$ cat src/rtl/uart_core.sv
// uart_core: full-duplex 8N1 UART for the arena display FPGA.
//
// Ports:
//   clk50     in   system clock (50 MHz), rising edge
//   rst_n     in   asynchronous active-low reset
//   uart_baud in   [3:0] baud select (0..7 = 9600..921600, 8..15 = 9600)
//   rx_in     in   serial receive line, asynchronous, idles high
//   rx_data   out  [7:0] last correctly framed received byte (held)
//   tx_data   in   [7:0] byte to transmit
//   tx_out    out  serial transmit line, registered, idles high
//   test      out  [7:0] debug/LED bus
//
// Transfer semantics (there is no valid/ready pair on either side):
//   RX: a new byte is signalled only by rx_data taking a new value; a
//       repeated byte rewrites the same value and is invisible downstream.
//   TX: a frame is launched whenever the TX FSM is idle and tx_data differs
//       from the last byte it sent; values that come and go while a frame
//       is on the wire are never sent.
//
// Optional build macro UART_DEBUG_STATUS_EN: when defined, test carries
//   {rx_busy, tx_busy, framing_err_sticky, glitch_sticky, good_frames[3:0]};
//   otherwise test mirrors rx_data.
//
// FSM state is held in rx_state / tx_state for hierarchical probing.
module uart_core #(
  parameter int CLK_HZ      = 50000000,
  parameter int SYNC_STAGES = 2          // must be >= 2
) (
  input  logic       clk50,
  input  logic       rst_n,
  input  logic [3:0] uart_baud,
  input  logic       rx_in,
  output logic [7:0] rx_data,
  input  logic [7:0] tx_data,
  output logic       tx_out,
  output logic [7:0] test
);

  // Clocks per bit, rounded to nearest; at 50 MHz this yields
  // 5208/2604/1302/868/434/217/109/54.
  localparam logic [12:0] DIV_9600   = 13'((CLK_HZ + 4800)   / 9600);
  localparam logic [12:0] DIV_19200  = 13'((CLK_HZ + 9600)   / 19200);
  localparam logic [12:0] DIV_38400  = 13'((CLK_HZ + 19200)  / 38400);
  localparam logic [12:0] DIV_57600  = 13'((CLK_HZ + 28800)  / 57600);
  localparam logic [12:0] DIV_115200 = 13'((CLK_HZ + 57600)  / 115200);
  localparam logic [12:0] DIV_230400 = 13'((CLK_HZ + 115200) / 230400);
  localparam logic [12:0] DIV_460800 = 13'((CLK_HZ + 230400) / 460800);
  localparam logic [12:0] DIV_921600 = 13'((CLK_HZ + 460800) / 921600);

  function automatic logic [12:0] baud_div(input logic [3:0] code);
    case (code)
      4'd1:    return DIV_19200;
      4'd2:    return DIV_38400;
      4'd3:    return DIV_57600;
      4'd4:    return DIV_115200;
      4'd5:    return DIV_230400;
      4'd6:    return DIV_460800;
      4'd7:    return DIV_921600;
      default: return DIV_9600;
    endcase
  endfunction

  // ---------------- rx_in synchroniser ----------------
  logic [SYNC_STAGES-1:0] rx_sync;
  logic                   rx_s;
  logic                   rx_prev;

  always_ff @(posedge clk50 or negedge rst_n) begin
    if (!rst_n) begin
      rx_sync <= '1;
      rx_prev <= 1'b1;
    end else begin
      rx_sync <= {rx_sync[SYNC_STAGES-2:0], rx_in};
      rx_prev <= rx_s;
    end
  end
  assign rx_s = rx_sync[SYNC_STAGES-1];

  // ---------------- receiver ----------------
  // RX_BREAK holds off after a bad stop bit until the line is high again,
  // so a held-low line cannot be mistaken for a fresh start edge.
  typedef enum logic [2:0] {RX_IDLE, RX_START, RX_DATA, RX_STOP, RX_BREAK} rx_state_t;
  rx_state_t   rx_state, rx_state_d;
  logic [12:0] rx_cnt, rx_cnt_d, rx_div, rx_div_d;
  logic [2:0]  rx_bit, rx_bit_d;
  logic [7:0]  rx_shift, rx_shift_d;
  logic        rx_load, rx_load_d;

  always_comb begin
    rx_state_d = rx_state;
    rx_cnt_d   = rx_cnt;
    rx_div_d   = rx_div;
    rx_bit_d   = rx_bit;
    rx_shift_d = rx_shift;
    rx_load_d  = 1'b0;
    case (rx_state)
      RX_IDLE:
        if (rx_prev && !rx_s) begin
          rx_state_d = RX_START;
          rx_div_d   = baud_div(uart_baud);
          rx_cnt_d   = baud_div(uart_baud) >> 1;   // land on mid-bit
        end
      RX_START:
        if (rx_cnt == '0) begin
          if (!rx_s) begin
            rx_state_d = RX_DATA;
            rx_cnt_d   = rx_div - 13'd1;
            rx_bit_d   = 3'd0;
          end else begin
            rx_state_d = RX_IDLE;                  // glitch, not a start bit
          end
        end else rx_cnt_d = rx_cnt - 13'd1;
      RX_DATA:
        if (rx_cnt == '0) begin
          rx_shift_d = {rx_s, rx_shift[7:1]};      // LSB arrives first
          rx_cnt_d   = rx_div - 13'd1;
          if (rx_bit == 3'd7) rx_state_d = RX_STOP;
          else                rx_bit_d   = rx_bit + 3'd1;
        end else rx_cnt_d = rx_cnt - 13'd1;
      RX_STOP:
        if (rx_cnt == '0) begin
          if (rx_s) begin
            rx_state_d = RX_IDLE;
            rx_load_d  = 1'b1;
          end else begin
            rx_state_d = RX_BREAK;
          end
        end else rx_cnt_d = rx_cnt - 13'd1;
      RX_BREAK:
        if (rx_s) rx_state_d = RX_IDLE;
      default: rx_state_d = RX_IDLE;
    endcase
  end

  always_ff @(posedge clk50 or negedge rst_n) begin
    if (!rst_n) begin
      rx_state <= RX_IDLE;
      rx_cnt   <= '0;
      rx_div   <= DIV_9600;
      rx_bit   <= '0;
      rx_shift <= '0;
      rx_load  <= 1'b0;
      rx_data  <= '0;
    end else begin
      rx_state <= rx_state_d;
      rx_cnt   <= rx_cnt_d;
      rx_div   <= rx_div_d;
      rx_bit   <= rx_bit_d;
      rx_shift <= rx_shift_d;
      rx_load  <= rx_load_d;
      if (rx_load) rx_data <= rx_shift;
    end
  end

  // ---------------- transmitter ----------------
  typedef enum logic [1:0] {TX_IDLE, TX_START, TX_DATA, TX_STOP} tx_state_t;
  tx_state_t   tx_state, tx_state_d;
  logic [12:0] tx_cnt, tx_cnt_d, tx_div, tx_div_d;
  logic [2:0]  tx_bit, tx_bit_d;
  logic [7:0]  tx_shift, tx_shift_d, last_sent, last_sent_d;
  logic        tx_out_d;

  always_comb begin
    tx_state_d  = tx_state;
    tx_cnt_d    = tx_cnt;
    tx_div_d    = tx_div;
    tx_bit_d    = tx_bit;
    tx_shift_d  = tx_shift;
    last_sent_d = last_sent;
    tx_out_d    = tx_out;
    case (tx_state)
      TX_IDLE:
        if (tx_data != last_sent) begin
          tx_state_d  = TX_START;
          last_sent_d = tx_data;
          tx_shift_d  = tx_data;
          tx_div_d    = baud_div(uart_baud);
          tx_cnt_d    = baud_div(uart_baud) - 13'd1;
          tx_out_d    = 1'b0;
        end
      TX_START:
        if (tx_cnt == '0) begin
          tx_state_d = TX_DATA;
          tx_out_d   = tx_shift[0];
          tx_shift_d = {1'b0, tx_shift[7:1]};
          tx_cnt_d   = tx_div - 13'd1;
          tx_bit_d   = 3'd0;
        end else tx_cnt_d = tx_cnt - 13'd1;
      TX_DATA:
        if (tx_cnt == '0) begin
          tx_cnt_d = tx_div - 13'd1;
          if (tx_bit == 3'd7) begin
            tx_state_d = TX_STOP;
            tx_out_d   = 1'b1;
          end else begin
            tx_out_d   = tx_shift[0];
            tx_shift_d = {1'b0, tx_shift[7:1]};
            tx_bit_d   = tx_bit + 3'd1;
          end
        end else tx_cnt_d = tx_cnt - 13'd1;
      TX_STOP:
        if (tx_cnt == '0) tx_state_d = TX_IDLE;
        else              tx_cnt_d   = tx_cnt - 13'd1;
      default: tx_state_d = TX_IDLE;
    endcase
  end

  always_ff @(posedge clk50 or negedge rst_n) begin
    if (!rst_n) begin
      tx_state  <= TX_IDLE;
      tx_cnt    <= '0;
      tx_div    <= DIV_9600;
      tx_bit    <= '0;
      tx_shift  <= '0;
      last_sent <= '0;
      tx_out    <= 1'b1;
    end else begin
      tx_state  <= tx_state_d;
      tx_cnt    <= tx_cnt_d;
      tx_div    <= tx_div_d;
      tx_bit    <= tx_bit_d;
      tx_shift  <= tx_shift_d;
      last_sent <= last_sent_d;
      tx_out    <= tx_out_d;
    end
  end

  // ---------------- debug bus ----------------
`ifdef UART_DEBUG_STATUS_EN
  logic       ferr_q, gerr_q;
  logic [3:0] good_cnt;

  always_ff @(posedge clk50 or negedge rst_n) begin
    if (!rst_n) begin
      ferr_q   <= 1'b0;
      gerr_q   <= 1'b0;
      good_cnt <= '0;
    end else begin
      if (rx_state == RX_STOP && rx_cnt == '0 && !rx_s) ferr_q <= 1'b1;
      if (rx_state == RX_START && rx_cnt == '0 && rx_s) gerr_q <= 1'b1;
      if (rx_load) good_cnt <= good_cnt + 4'd1;
    end
  end

  assign test = {rx_state != RX_IDLE, tx_state != TX_IDLE, ferr_q, gerr_q, good_cnt};
`else
  assign test = rx_data;
`endif

endmodule

$ cat config.mk
export PLATFORM = sky130hd
export DESIGN_NAME = uart_core
export DESIGN_NICKNAME = d
export VERILOG_FILES = /design/src/rtl/uart_core.sv
export SDC_FILE = /design/constraint.sdc
export NUM_CORES = 1
export LEC_CHECK = 0
export ABC_AREA = 1
export CAP_MARGIN = 10
export CELL_PAD_IN_SITES_DETAIL_PLACEMENT = 1
export CELL_PAD_IN_SITES_GLOBAL_PLACEMENT = 1
export CORE_MARGIN = 3
export CORE_UTILIZATION = 40
export DETAILED_ROUTE_END_ITERATION = 10
export DONT_BUFFER_PORTS = 1
export PLACE_DENSITY_LB_ADDON = 0.3
export REMOVE_ABC_BUFFERS = 1
export SLEW_MARGIN = 20
export SYNTH_ARGS = -nofsm -noshare
export SYNTH_HDL_FRONTEND = slang
export SYNTH_SLANG_ARGS = --single-unit
$ cat constraint.sdc
create_clock -name clk50 -period 3.4 [get_ports clk50]
set_input_delay 0.34 -clock clk50 [delete_from_list [all_inputs] [get_ports clk50]]
set_output_delay 0.34 -clock clk50 [all_outputs]
set_load 0.01 [all_outputs]
==> Word-level counts from Yosys, hierarchy flattened <==
Cells that the tools add are included.
{ "totals": {"out_inout_bits": 17, "reg_bits": 100, "inputBits": 15} }
{ "op_classes": {"reduce_logical": 22, "n_eq_ne": 34, "addsub": 7, "mux": 50} }
{ "op_table": {"columns": ["op", "n"], "rows": [
  ["13-bit 2-to-1 mux", 10],
  ["13-bit case mux with 7 select lines", 1],
  ["13-bit by 1-bit subtractor with 13-bit output, second input constant", 5],
  ["13-bit case mux with 4 select lines", 1],
  ["3-bit 2-to-1 mux", 14],
  ["13-bit case mux with 3 select lines", 1],
  ["8-bit 2-to-1 mux", 4],
  ["2-bit inequality test, second input constant", 16],
  ["13-bit logical NOT", 2],
  ["8-bit case mux with 3 select lines", 1],
  ["4-bit by 3-bit equality test with 1-bit output, second input constant", 4],
  ["3-bit case mux with 5 select lines", 1],
  ["5-bit AND reduction", 3],
  ["2-bit 2-to-1 mux", 6],
  ["3-bit case mux with 2 select lines", 2],
  ["4-bit AND reduction", 3],
  ["3-bit equality test, second input constant", 3],
  ["4-bit by 2-bit equality test with 1-bit output, second input constant", 2],
  ["8-bit inequality test", 1],
  ["2-bit case mux with 4 select lines", 1],
  ["2-bit AND reduction", 4],
  ["1-bit 2-to-1 mux", 7],
  ["3-bit by 1-bit adder with 3-bit output, second input constant", 2],
  ["3-bit by 2-bit equality test with 1-bit output, second input constant", 2],
  ["15 further kinds", 17]
]} }

==> Logic depth before layout (Yosys ltp) <==
Gate-level depths: netlist of the first run.
{ "depth": {"depth_word": 7, "mapped_depth": 13, "mapped_depth_nobuf": 13} }

==> Worst setup path after synthesis of the first run <==
No wires, ideal clock.
{ "synth_timing": {"path_kind": "register -> register", "startpoint": "register tx_cnt[0]", "endpoint": "register tx_shift[5]", "t_required_ns": 3.277, "synth_period_minus_slack_ns": 1.751, "path_slack_ns": 1.649, "path_stages_with_launch": 13, "arrival_ns": 1.627, "n_path_buf": 1, "setup_time_ns": 0.123, "path_cell_list": "dfrtp_1 -> inv_1 -> ha_1 -> nand2_2 -> nor2_4 -> nand2_4 -> nor2_4 -> inv_2 -> nand2_4 -> nand3_4 -> buf_6 -> nand2_1 -> o21ai_2"} }
{ "synth_via": {"elab_chain_cells": 3} }
{ "synth_lines": {"columns": ["element", "line", "rtl"], "rows": [
  ["start, declared", "158", "logic [12:0] tx_cnt, tx_cnt_d, tx_div, tx_div_d;"],
  ["start signal, assigned", "219", "tx_cnt <= tx_cnt_d;"],
  ["13-bit logical NOT (*)", "182, 190", null],
  ["2-bit inequality test (no line)", null, null],
  ["5-bit AND reduction (no line) (*)", null, null],
  ["end signal, assigned", "222", "tx_shift <= tx_shift_d;"],
  ["end, declared", "160", "logic [7:0] tx_shift, tx_shift_d, last_sent, last_sent_d;"]
]} }
Mark *: on every way between the ends. The rest lies on a longest branch, timed or not.
A chain may end at the register's enable or synchronous reset.

==> Worst setup path in the final report of the first run <==
{ "layout_timing": {"startpoint": "register tx_cnt[0]", "endpoint": "register tx_cnt[0]"} }
{ "layout_via": {"elab_chain_cells": 3} }
{ "layout_lines": {"columns": ["element", "line", "rtl"], "rows": [
  ["13-bit by 1-bit subtractor with 13-bit output or 13-bit logical NOT (tied branches)", null, null],
  ["13-bit 2-to-1 mux, or another cell as far along", "202", "if (tx_cnt == '0) tx_state_d = TX_IDLE;"],
  ["13-bit case mux with 3 select lines or 2-bit AND reduction (tied branches)", null, null]
]} }
Parallel ways exist; a longest one is shown, timed or not. The select of a mux whose other input is x is not followed.

==> summary.md, run 1 <==
| Metric | Value |
|---|---|
| Status | completed |
| R2R setup slack | 910 ps |
| Highest metal used | met4 |
| RSZ-0062 raised after global routing | no |
| CTS tree | built |
| Htree depth | 3 |
| First-pass GRT wire length | 30.1 mm |
| Io pins | 32 |
| Mapped Area | 6140 um^2 |
| Row Count | 44 |
| Mapped Cells | 827 |
| Vias in the first global route | 5958 |
| Placed Area | 6220 um^2 |
| Initial antenna violation count | 0 |
| DR WL met2 | 8.22 mm |
| Slew Limit Fails | 0 |
| Post-synthesis register bit count | 100 |
| DIE HEIGHT | 130 um |
| Syn_area_per_cell | 7.43 um^2 |
| Worst VDD drop | 0.366 mV |
| Hold path cells | 1 |
| Final Hold Fails | 0 |
| GPL Wtd Cong | 0.861 |
| Clk root buf | clkbuf_16 |
| First-pass DRT Iterations | 4 |
| Final Cell Area | 6590 um^2 |
| Multi-input gate area | 3120 um^2 |
| Setup TNS Final | 0 ps |
| Vias | 5404 |
| Placed insts | 986 |
| Crit end category | flip-flop |
| Pre-CTS WS | 959 ps |
| Skew-Pair Late Insertion Delay | 360 ps |
| Max_cap viols | 0 |
| Syn-to-layout area delta | 7.21% |
| Hold EP | rx_div[11] |
| FFs w/ async S/R, synth | 100% |
| Cell Count, Final, Fillers Out | 1005 |
| Final Util | 44.6% |
| Cts repair resizes | 0 |
| Worst-case clock buffer depth | 2 |
| Commonest non-fill, non-tap cell in the layout | nand2_1 |
| Max Fclk | 402 MHz |
| Final setup margin | 915 ps |
| Core Region | 14800 um^2 |
| Congestion Overflow GR | 0 |
| CP required | 3620 ps |
| Sinks on Clock Net | 100 |
| Clk_skew | 9.98 ps |
| Detailed Route WL | 17.5 mm |
| Reg-to-reg startpoint | tx_cnt[0] |
| Setup violations, final | 0 |
| Power Density | 986 nW/um^2 |
| Number of synthesized flops with an enable pin | 0 |
| DRC | 0 |
| Post-Route M1 WL | 8.32 mm |
| Main synth FF type | dfrtp_1 |
| Period Utilization, post-route | 73.1% |
| Crit path launch type | flip-flop |
| RR Endpoint | tx_cnt[0] |
| DRT iter0 DRCs | 253 |
| Ant. Diodes | 0 |
| Critical Path AT | 2710 ps |
| Die area | 16900 um^2 |
| Crit-path max FO | 12 |
| Number of port buffers | 0 |
| Critical path type | reg2reg |
| Largest net degree at the start of global routing | 101 |
| Total GRT Usage | 22.4% |
| Detailed Place HPWL | 12.7 mm |
| Antenna Nets Post-Route | 0 |
| Min-delay src | uart_baud[1] |
| Share of cells above drive strength 1 | 9.26% |
| Cts bufs inserted | 9 |
| P_leak | 3.13 nW |
| Met3 routed WL | 602 um |
| NumNets Final | 844 |
| Initial Util | 41.6% |
| Register-to-Register Path Depth | 11 |
| Overall Power | 6.50 mW |
| Synth Warn # | 0 |
| Rel. slew slack | 51.2% |
| Min Clock Period, post-route | 2490 ps |
| Worst slew pin tran | 732 ps |
| Sequential Area | 2520 um^2 |
| Die W | 130 um |
| Fillers | 1896 |
| Hold Slack | 77.5 ps |
| Tightest Hold Check Type | in2reg |
| Distinct cells, synth | 43 |
| Part of the Yosys area used for sequential elements | 41.0% |
| Drt wl/cell | 17.4 um |
| Via/cell ratio | 5.38 |
| Clk pin slew, worst setup/hold paths | 70 ps |
| Commonest non-fill, non-tap cells in the layout | nand2_1 (222), nor2_1 (105), dfrtp_1 (86), inv_1 (82), o21ai_0 (71) |
-- metal layers --
metal,up-vias,GRT usage (%)
li1,2626,-
met1,2666,30.7
met2,82,36.2
met3,30,3.23
met4,0,7.95
met5,-,0
-- state kept, by name, summed over array words and instances, names as in the netlist --
register / cells
last_sent: 8
tx_out: 1
rx_prev: 1
rx_cnt: 13
rx_div: 13
tx_cnt: 13
rx_data: 8
rx_bit: 3
rx_shift: 8
rx_load: 1
tx_bit: 3
rx_sync: 2
tx_shift: 8
rx_state: 3
tx_state: 2
tx_div: 13
-- Yosys cell counts (2+ instances only) --
master | instances | area, um^2
clkbuf_1 | 12 | 45.0
o21ai_2 | 11 | 96.3
nand2_2 | 3 | 18.8
buf_2 | 2 | 10.0
nor3_1 | 4 | 20.0
o21ai_0 | 71 | 355
o211ai_1 | 7 | 52.6
a21oi_2 | 2 | 17.5
buf_6 | 4 | 45.0
nor2_4 | 3 | 33.8
nand4_1 | 5 | 31.3
a21oi_1 | 24 | 120
dfstp_2 | 14 | 368
buf_4 | 9 | 67.6
o22ai_1 | 2 | 12.5
a22oi_1 | 3 | 22.5
or2_2 | 3 | 18.8
nand3b_1 | 2 | 15.0
inv_1 | 82 | 308
nand3_1 | 65 | 325
xnor2_1 | 14 | 123
nand3_2 | 2 | 20.0
a31oi_1 | 8 | 50.1
xor2_1 | 22 | 193
inv_2 | 4 | 15.0
dfrtp_1 | 86 | 2150
mux2_2 | 7 | 78.8
nor2_1 | 105 | 394
ha_1 | 13 | 163
nand2_4 | 4 | 45.0
nand2_1 | 222 | 833
-- worst max-delay path, cell delays in order, from the launching register on --
cell      delay [ps]
dfrtp_1          390
inv_1            110
ha_1             240
nand2_2          120
nor2_4           210
nand2_4           80
nor2_4           230
inv_2            120
o21ai_2          390
inv_1            220
o211ai_1         120
o21ai_0          130
-- logic make-up (layout without fill, tap and decap cells) --
logic type | Yosys count | count (layout) | share of synthesized area (%)
simple gates | 422 | 422 | 29.2
compound gates | 132 | 132 | 12.4
buf+inv | 116 | 110 | 8.23
flops | 100 | 100 | 41.0
xor+xnor | 36 | 36 | 5.13
fa+ha+maj | 13 | 13 | 2.65
mux | 8 | 8 | 1.45
-- repair_timing --
action	CTS	global route
setup buffers	0	0
endpoints found under the hold margin	101	0
hold buffers	3	0
-- power by group --
group	internal, mW	switching [mW]
combinational	1.08	2.15
clock	0.608	0.522
sequential	1.71	0.431
total	3.40	3.10
-- layout make-up --
cell class | instances | share of cell area (%)
Clock buffer | 10 | 3.63
Sequential cell | 100 | 38.3
Multi-Input combinational cell | 611 | 47.4
Timing Repair Buffer | 5 | 0.950
Tap cell | 184 | 3.49
Clock inverter | 6 | 1.20
Inverter | 89 | 5.13
-- worst max-delay path by stage --
stage               from   endpoint  cells after the start
2_1_floorplan  tx_cnt[0]  tx_cnt[0]                     11
5_1_grt        tx_cnt[0]  tx_cnt[0]                     11
4_1_cts        tx_cnt[0]  tx_cnt[0]                     11
3_3_place_gp   tx_cnt[0]  tx_cnt[0]                     11
6_report       tx_cnt[0]  tx_cnt[0]                     11
3_5_place_dp   tx_cnt[0]  tx_cnt[0]                     11
Note: power is estimated with default switching activity, not from simulation.
==> run 2: changes to the inputs <==
==> constraint.sdc (replaced) <==
create_clock -name clk50 -period 2.04 [get_ports clk50]
set_input_delay 0.204 -clock clk50 [delete_from_list [all_inputs] [get_ports clk50]]
set_output_delay 0.204 -clock clk50 [all_outputs]
set_load 0.01 [all_outputs]
==> summary.md, run 2 (synthesis results as in run 1) <==
| Metric | Value |
|---|---|
| Sinks on Clock Net | 100 |
| Period Utilization, post-route | 94.9% |
| Die W | 130 um |
| CTS tree | built |
| P_leak | 3.23 nW |
| Slew Limit Fails | 0 |
| Die area | 16900 um^2 |
| Final Util | 45.7% |
| Worst-case clock buffer depth | 2 |
| Skew-Pair Late Insertion Delay | 360 ps |
| Failing checks | negative hold slack |
| Largest net degree at the start of global routing | 101 |
| DIE HEIGHT | 130 um |
| Cts bufs inserted | 9 |
| Initial antenna violation count | 0 |
| Commonest non-fill, non-tap cells in the layout | nand2_1 (221), nor2_1 (105), dfrtp_1 (86), inv_1 (82), o21ai_0 (70) |
| Share of cells above drive strength 1 | 11.9% |
| Detailed Place HPWL | 13.1 mm |
| DRC | 0 |
| Critical path type | reg2reg |
| Crit end category | flip-flop |
| Crit-path max FO | 9 |
| Clk pin slew, worst setup/hold paths | 70 ps |
| Clk_skew | 6.12 ps |
| Reg-to-reg startpoint | rx_cnt[0] |
| R2R setup slack | 100 ps |
| Status | complete, but fails checks |
| Clk root buf | clkbuf_16 |
| Critical Path AT | 2170 ps |
| Final setup margin | 104 ps |
| NumNets Final | 869 |
| Met1 GRT Util | 31.6% |
| Congestion Overflow GR | 0 |
| Worst VDD drop | 0.665 mV |
| Min Clock Period, post-route | 1940 ps |
| First-pass DRT Iterations | 5 |
| Total GRT Usage | 21.9% |
| Setup violations, final | 0 |
| Via/cell ratio | 5.37 |
| Max Fclk | 517 MHz |
| Htree depth | 3 |
| CP required | 2270 ps |
| Tightest Hold Check Type | in2async |
| Hold_buf cts | 3 |
| Initial Util | 41.6% |
| Drt wl/cell | 17.3 um |
| Register-to-Register Path Depth | 12 |
| Grt met2 use | 34.4% |
| GPL Wtd Cong | 0.926 |
| RR Endpoint | rx_cnt[1] |
| Rel. slew slack | 56.2% |
| Ant. Diodes | 0 |
| Io pins | 32 |
| Syn-to-layout area delta | 9.65% |
| Detailed Route WL | 17.8 mm |
| Vias in the first global route | 5734 |
| Row Count | 44 |
| Crit path launch type | flip-flop |
| Core Region | 14800 um^2 |
| Met3 usage | 2.95% |
| Number of port buffers | 0 |
| Gr busiest metal | met2 |
| Worst slew pin tran | 657 ps |
| Vias | 5533 |
| RSZ-0062 raised after global routing | yes |
| Pre-CTS WS | 21.5 ps |
| First-pass GRT wire length | 29.2 mm |
| DRT iter0 DRCs | 341 |
| Commonest non-fill, non-tap cell in the layout | nand2_1 |
| Power Density | 1620 nW/um^2 |
| Antenna Nets Post-Route | 0 |
| Final Hold Fails | 100 |
| Hold Slack | -466 ps |
| Max_cap viols | 0 |
run 2: critical path, stage by stage (launching register included):
cell      delay [ps]
dfrtp_1          400
inv_1            160
ha_4             190
nand3_2          120
nor2_4           130
nand2_4           90
clkinv_2         100
buf_4            180
nand2_1           70
nand3_1           80
o221ai_1         120
nand2_1           80
o21ai_0           80
run 2: area by class of cell:
type,instances,area [um^2]
fill,1847,8020
multi-input combinational,611,3130
clock inverter,6,53.8
tap,184,230
clock buffer,10,229
sequential,100,2520
inverter,89,338
timing repair buffer,30,233
run 2: routing by layer:
layer,vias up,wire length (um)
li1,2684,-
met1,2739,8770
met2,88,8130
met3,22,567
met4,0,307
met5,-,0
run 2: worst max path at each step:
stage,startpoint,endpoint,depth (start not counted)
after CTS,rx_cnt[0],rx_shift[0],8
after global placement,tx_cnt[0],tx_cnt[2],9
final,rx_cnt[0],rx_cnt[1],12
after floorplan,tx_cnt[0],tx_cnt[0],11
after global routing,tx_cnt[0],tx_cnt[4],14
after detailed placement,rx_cnt[0],rx_shift[0],8
run 2: where the power goes:
group	leakage, nW	internal [mW]	total [mW]	switching [mW]
Clock	0.136	0.852	1.70	0.848
Sequential	1.25	2.85	3.57	0.727
Combinational	1.84	2.02	5.63	3.61
run 2: what timing repair did:
| action | in CTS | in global routing |
|---|---|---|
| setup endpoints to repair | 0 | 37 |
| setup buffers | 0 | 3 |
| hold endpoints to repair | 105 | 100 |
| resized for setup | 0 | 4 |
run 2: through the flow:
stage / TNS (ps) / cells / total power [mW] / instance area [um^2] / hold WS, ps
final: 0 / 1030 / 10.9 / 6740 / -466
after CTS: 0 / 1027 / 10.9 / 6700 / -482
after detailed placement: 0 / 1008 / 9.10 / 6390 / -88.4
after global placement: 0 / 1008 / 8.79 / 6390 / -87.9
after global routing: -19.3 / 1030 / 11.9 / 6740 / -485
after floorplan: -21.2 / 800 / 7.37 / 5980 / -91.6
==> run 3: changes to the inputs <==
--- a/config.mk
+++ b/config.mk
@@ -10,9 +10,10 @@
 export CELL_PAD_IN_SITES_DETAIL_PLACEMENT = 1
 export CELL_PAD_IN_SITES_GLOBAL_PLACEMENT = 1
 export CORE_MARGIN = 3
-export CORE_UTILIZATION = 40
+export CORE_UTILIZATION = 35
 export DETAILED_ROUTE_END_ITERATION = 10
 export DONT_BUFFER_PORTS = 1
+export MAX_ROUTING_LAYER = met4
 export PLACE_DENSITY_LB_ADDON = 0.3
 export REMOVE_ABC_BUFFERS = 1
 export SLEW_MARGIN = 20
==> summary.md, run 3 (synthesis results as in run 1) <==
| Metric | Value |
|---|---|
| Row Count | 47 |
| Congestion Overflow GR | 0 |
| Placed insts | 1049 |
| Max Fclk | 530 MHz |
| DRT iter0 DRCs | 305 |
| DRC | 0 |
| GPL Wtd Cong | 0.851 |
| Total GRT Usage | 19.1% |
| Largest net degree at the start of global routing | 101 |
| Post-Route M1 WL | 8.09 mm |
| Crit-path max FO | 10 |
| Crit path largest cell delay | 370 ps |
| Initial Util | 36.4% |
| Vias in the first global route | 5592 |
| Initial antenna violation count | 0 |
| Status | complete, but fails checks |
| Vias | 5332 |
| Clk network pwr share | 16.2% |
| DIE HEIGHT | 139 um |
| Worst VDD drop | 0.900 mV |
| Sw Pwr | 5.04 mW |
| Hold Slack | -468 ps |
| Bufs and invs on worst path | 3 |
| Met3 routed WL | 506 um |
| Tightest Hold Check Type | in2async |
| Int Power | 5.80 mW |
| Clk root buf | clkbuf_16 |
| Antenna Nets Post-Route | 0 |
| First-pass DRT Iterations | 4 |
| Via/cell ratio | 4.97 |
| CP required | 2330 ps |
| Cts bufs inserted | 9 |
| Io pins | 32 |
| Period Utilization, post-route | 92.4% |
| Clk_skew | 9.26 ps |
| Family with the most delay on the worst path | simple AND/OR/NAND/NOR gates |
| Register share of total power | 33.0% |
| Multi-input gate area | 3130 um^2 |
| Die W | 139 um |
| Final Util | 40.6% |
| Crit-path cells | inv_1 -> ha_1 -> nand2_2 -> nor2_4 -> nand2_4 -> nor2_4 -> inv_2 -> o21ai_2 -> buf_4 -> a21oi_1 -> a21oi_2 |
| Cell Count, Final, Fillers Out | 1072 |
| Setup violations, final | 0 |
| Fillers | 2127 |
| P_leak | 3.27 nW |
| Failing checks | negative hold slack |
| DR WL met2 | 8.46 mm |
| Commonest non-fill, non-tap cell in the layout | nand2_1 |
| Crit path launch type | flip-flop |
| Switching share of power | 46.5% |
| Min Clock Period, post-route | 1890 ps |
| CTS tree | built |
| Gate power share | 50.8% |
| Sinks on Clock Net | 100 |
| Commonest non-fill, non-tap cells in the layout | nand2_1 (221), nor2_1 (105), dfrtp_1 (86), inv_1 (81), o21ai_0 (70) |
| Final Hold Fails | 100 |
| Highest metal used | met4 |
| First-pass GRT wire length | 28.8 mm |
| Syn-to-layout area delta | 11.4% |
| CP most frequent cell | nor2_4 |
| Worst slew pin tran | 572 ps |
| RSZ-0062 raised after global routing | no |
| Sequential Area | 2520 um^2 |
| Rel. slew slack | 61.5% |
| Detailed Place HPWL | 12.9 mm |
| Pre-CTS WS | 12.2 ps |
| Crit end category | flip-flop |
| NumNets Final | 875 |
| Number of port buffers | 0 |
| Drt wl/cell | 16.2 um |
| Die area | 19200 um^2 |
| Share of cells above drive strength 1 | 12.8% |
| Final setup margin | 155 ps |
| Critical path's slowest cell | dfrtp_1 |
| Critical Path AT | 2170 ps |
| Critical path type | reg2reg |
| Ant. Diodes | 0 |
| Worst-case clock buffer depth | 2 |
| Htree depth | 3 |
| Setup TNS Final | 0 ps |
| Detailed Route WL | 17.3 mm |
| Power Density | 1580 nW/um^2 |
| Slew Limit Fails | 0 |
| Core Region | 16900 um^2 |
| Max_cap viols | 0 |
| Clk pin slew, worst setup/hold paths | 70 ps |
| Skew-Pair Late Insertion Delay | 360 ps |
-- run 3: layer usage --
metal	track usage, %	vias to the layer above
li1	-	2698
met1	23.6	2568
met2	31.9	46
met3	3.21	20
met4	6.03	0
met5	-	-
-- run 3: power by group through the flow --
stage / Clock (mW) / Sequential [mW] / Combinational [mW]
floorplan: 0 / 3.38 / 3.99
global placement: 0 / 3.59 / 5.37
detailed placement: 0 / 3.61 / 5.49
CTS: 1.81 / 3.58 / 5.55
global route: 1.90 / 3.69 / 6.33
finish: 1.76 / 3.57 / 5.51
-- run 3: path summary, 6_finish.rpt --
path                             from           end  slack, ps  depth (start not counted)
min                             rst_n     tx_bit[2]       -470                          0
max reg2reg                 tx_cnt[0]    tx_cnt[11]        150                         11
max in group asynchronous       rst_n    tx_div[10]       2290                          0
min in group clk50         tx_data[0]  last_sent[0]         10                          2
max                         tx_cnt[0]    tx_cnt[11]        150                         11
min reg2reg                rx_sync[0]    rx_sync[1]        360                          0
-- run 3: what timing repair did --
action	4_1_cts	5_1_grt
endpoints found under the setup margin	0	32
hold buffers	3	1
endpoints found under the hold margin	104	101
setup buffers	0	3
gates resized for setup	0	5
-- run 3: layout make-up --
cell class | instances | area share, %
inverter | 89 | 4.94
sequential | 100 | 36.8
tap | 220 | 4.02
multi-input combinational | 611 | 45.7
clock buffer | 10 | 3.49
clock inverter | 6 | 0.914
timing repair buffer | 36 | 4.10
-- run 3: per-stage QoR --
stage / cell area, um^2 / power, mW / hold slack [ps]
floorplan: 5980 / 7.37 / -91.6
global placement: 6470 / 8.96 / -89.4
detailed placement: 6470 / 9.10 / -89.2
CTS: 6800 / 10.9 / -480
global route: 6840 / 11.9 / -487
finish: 6840 / 10.8 / -468
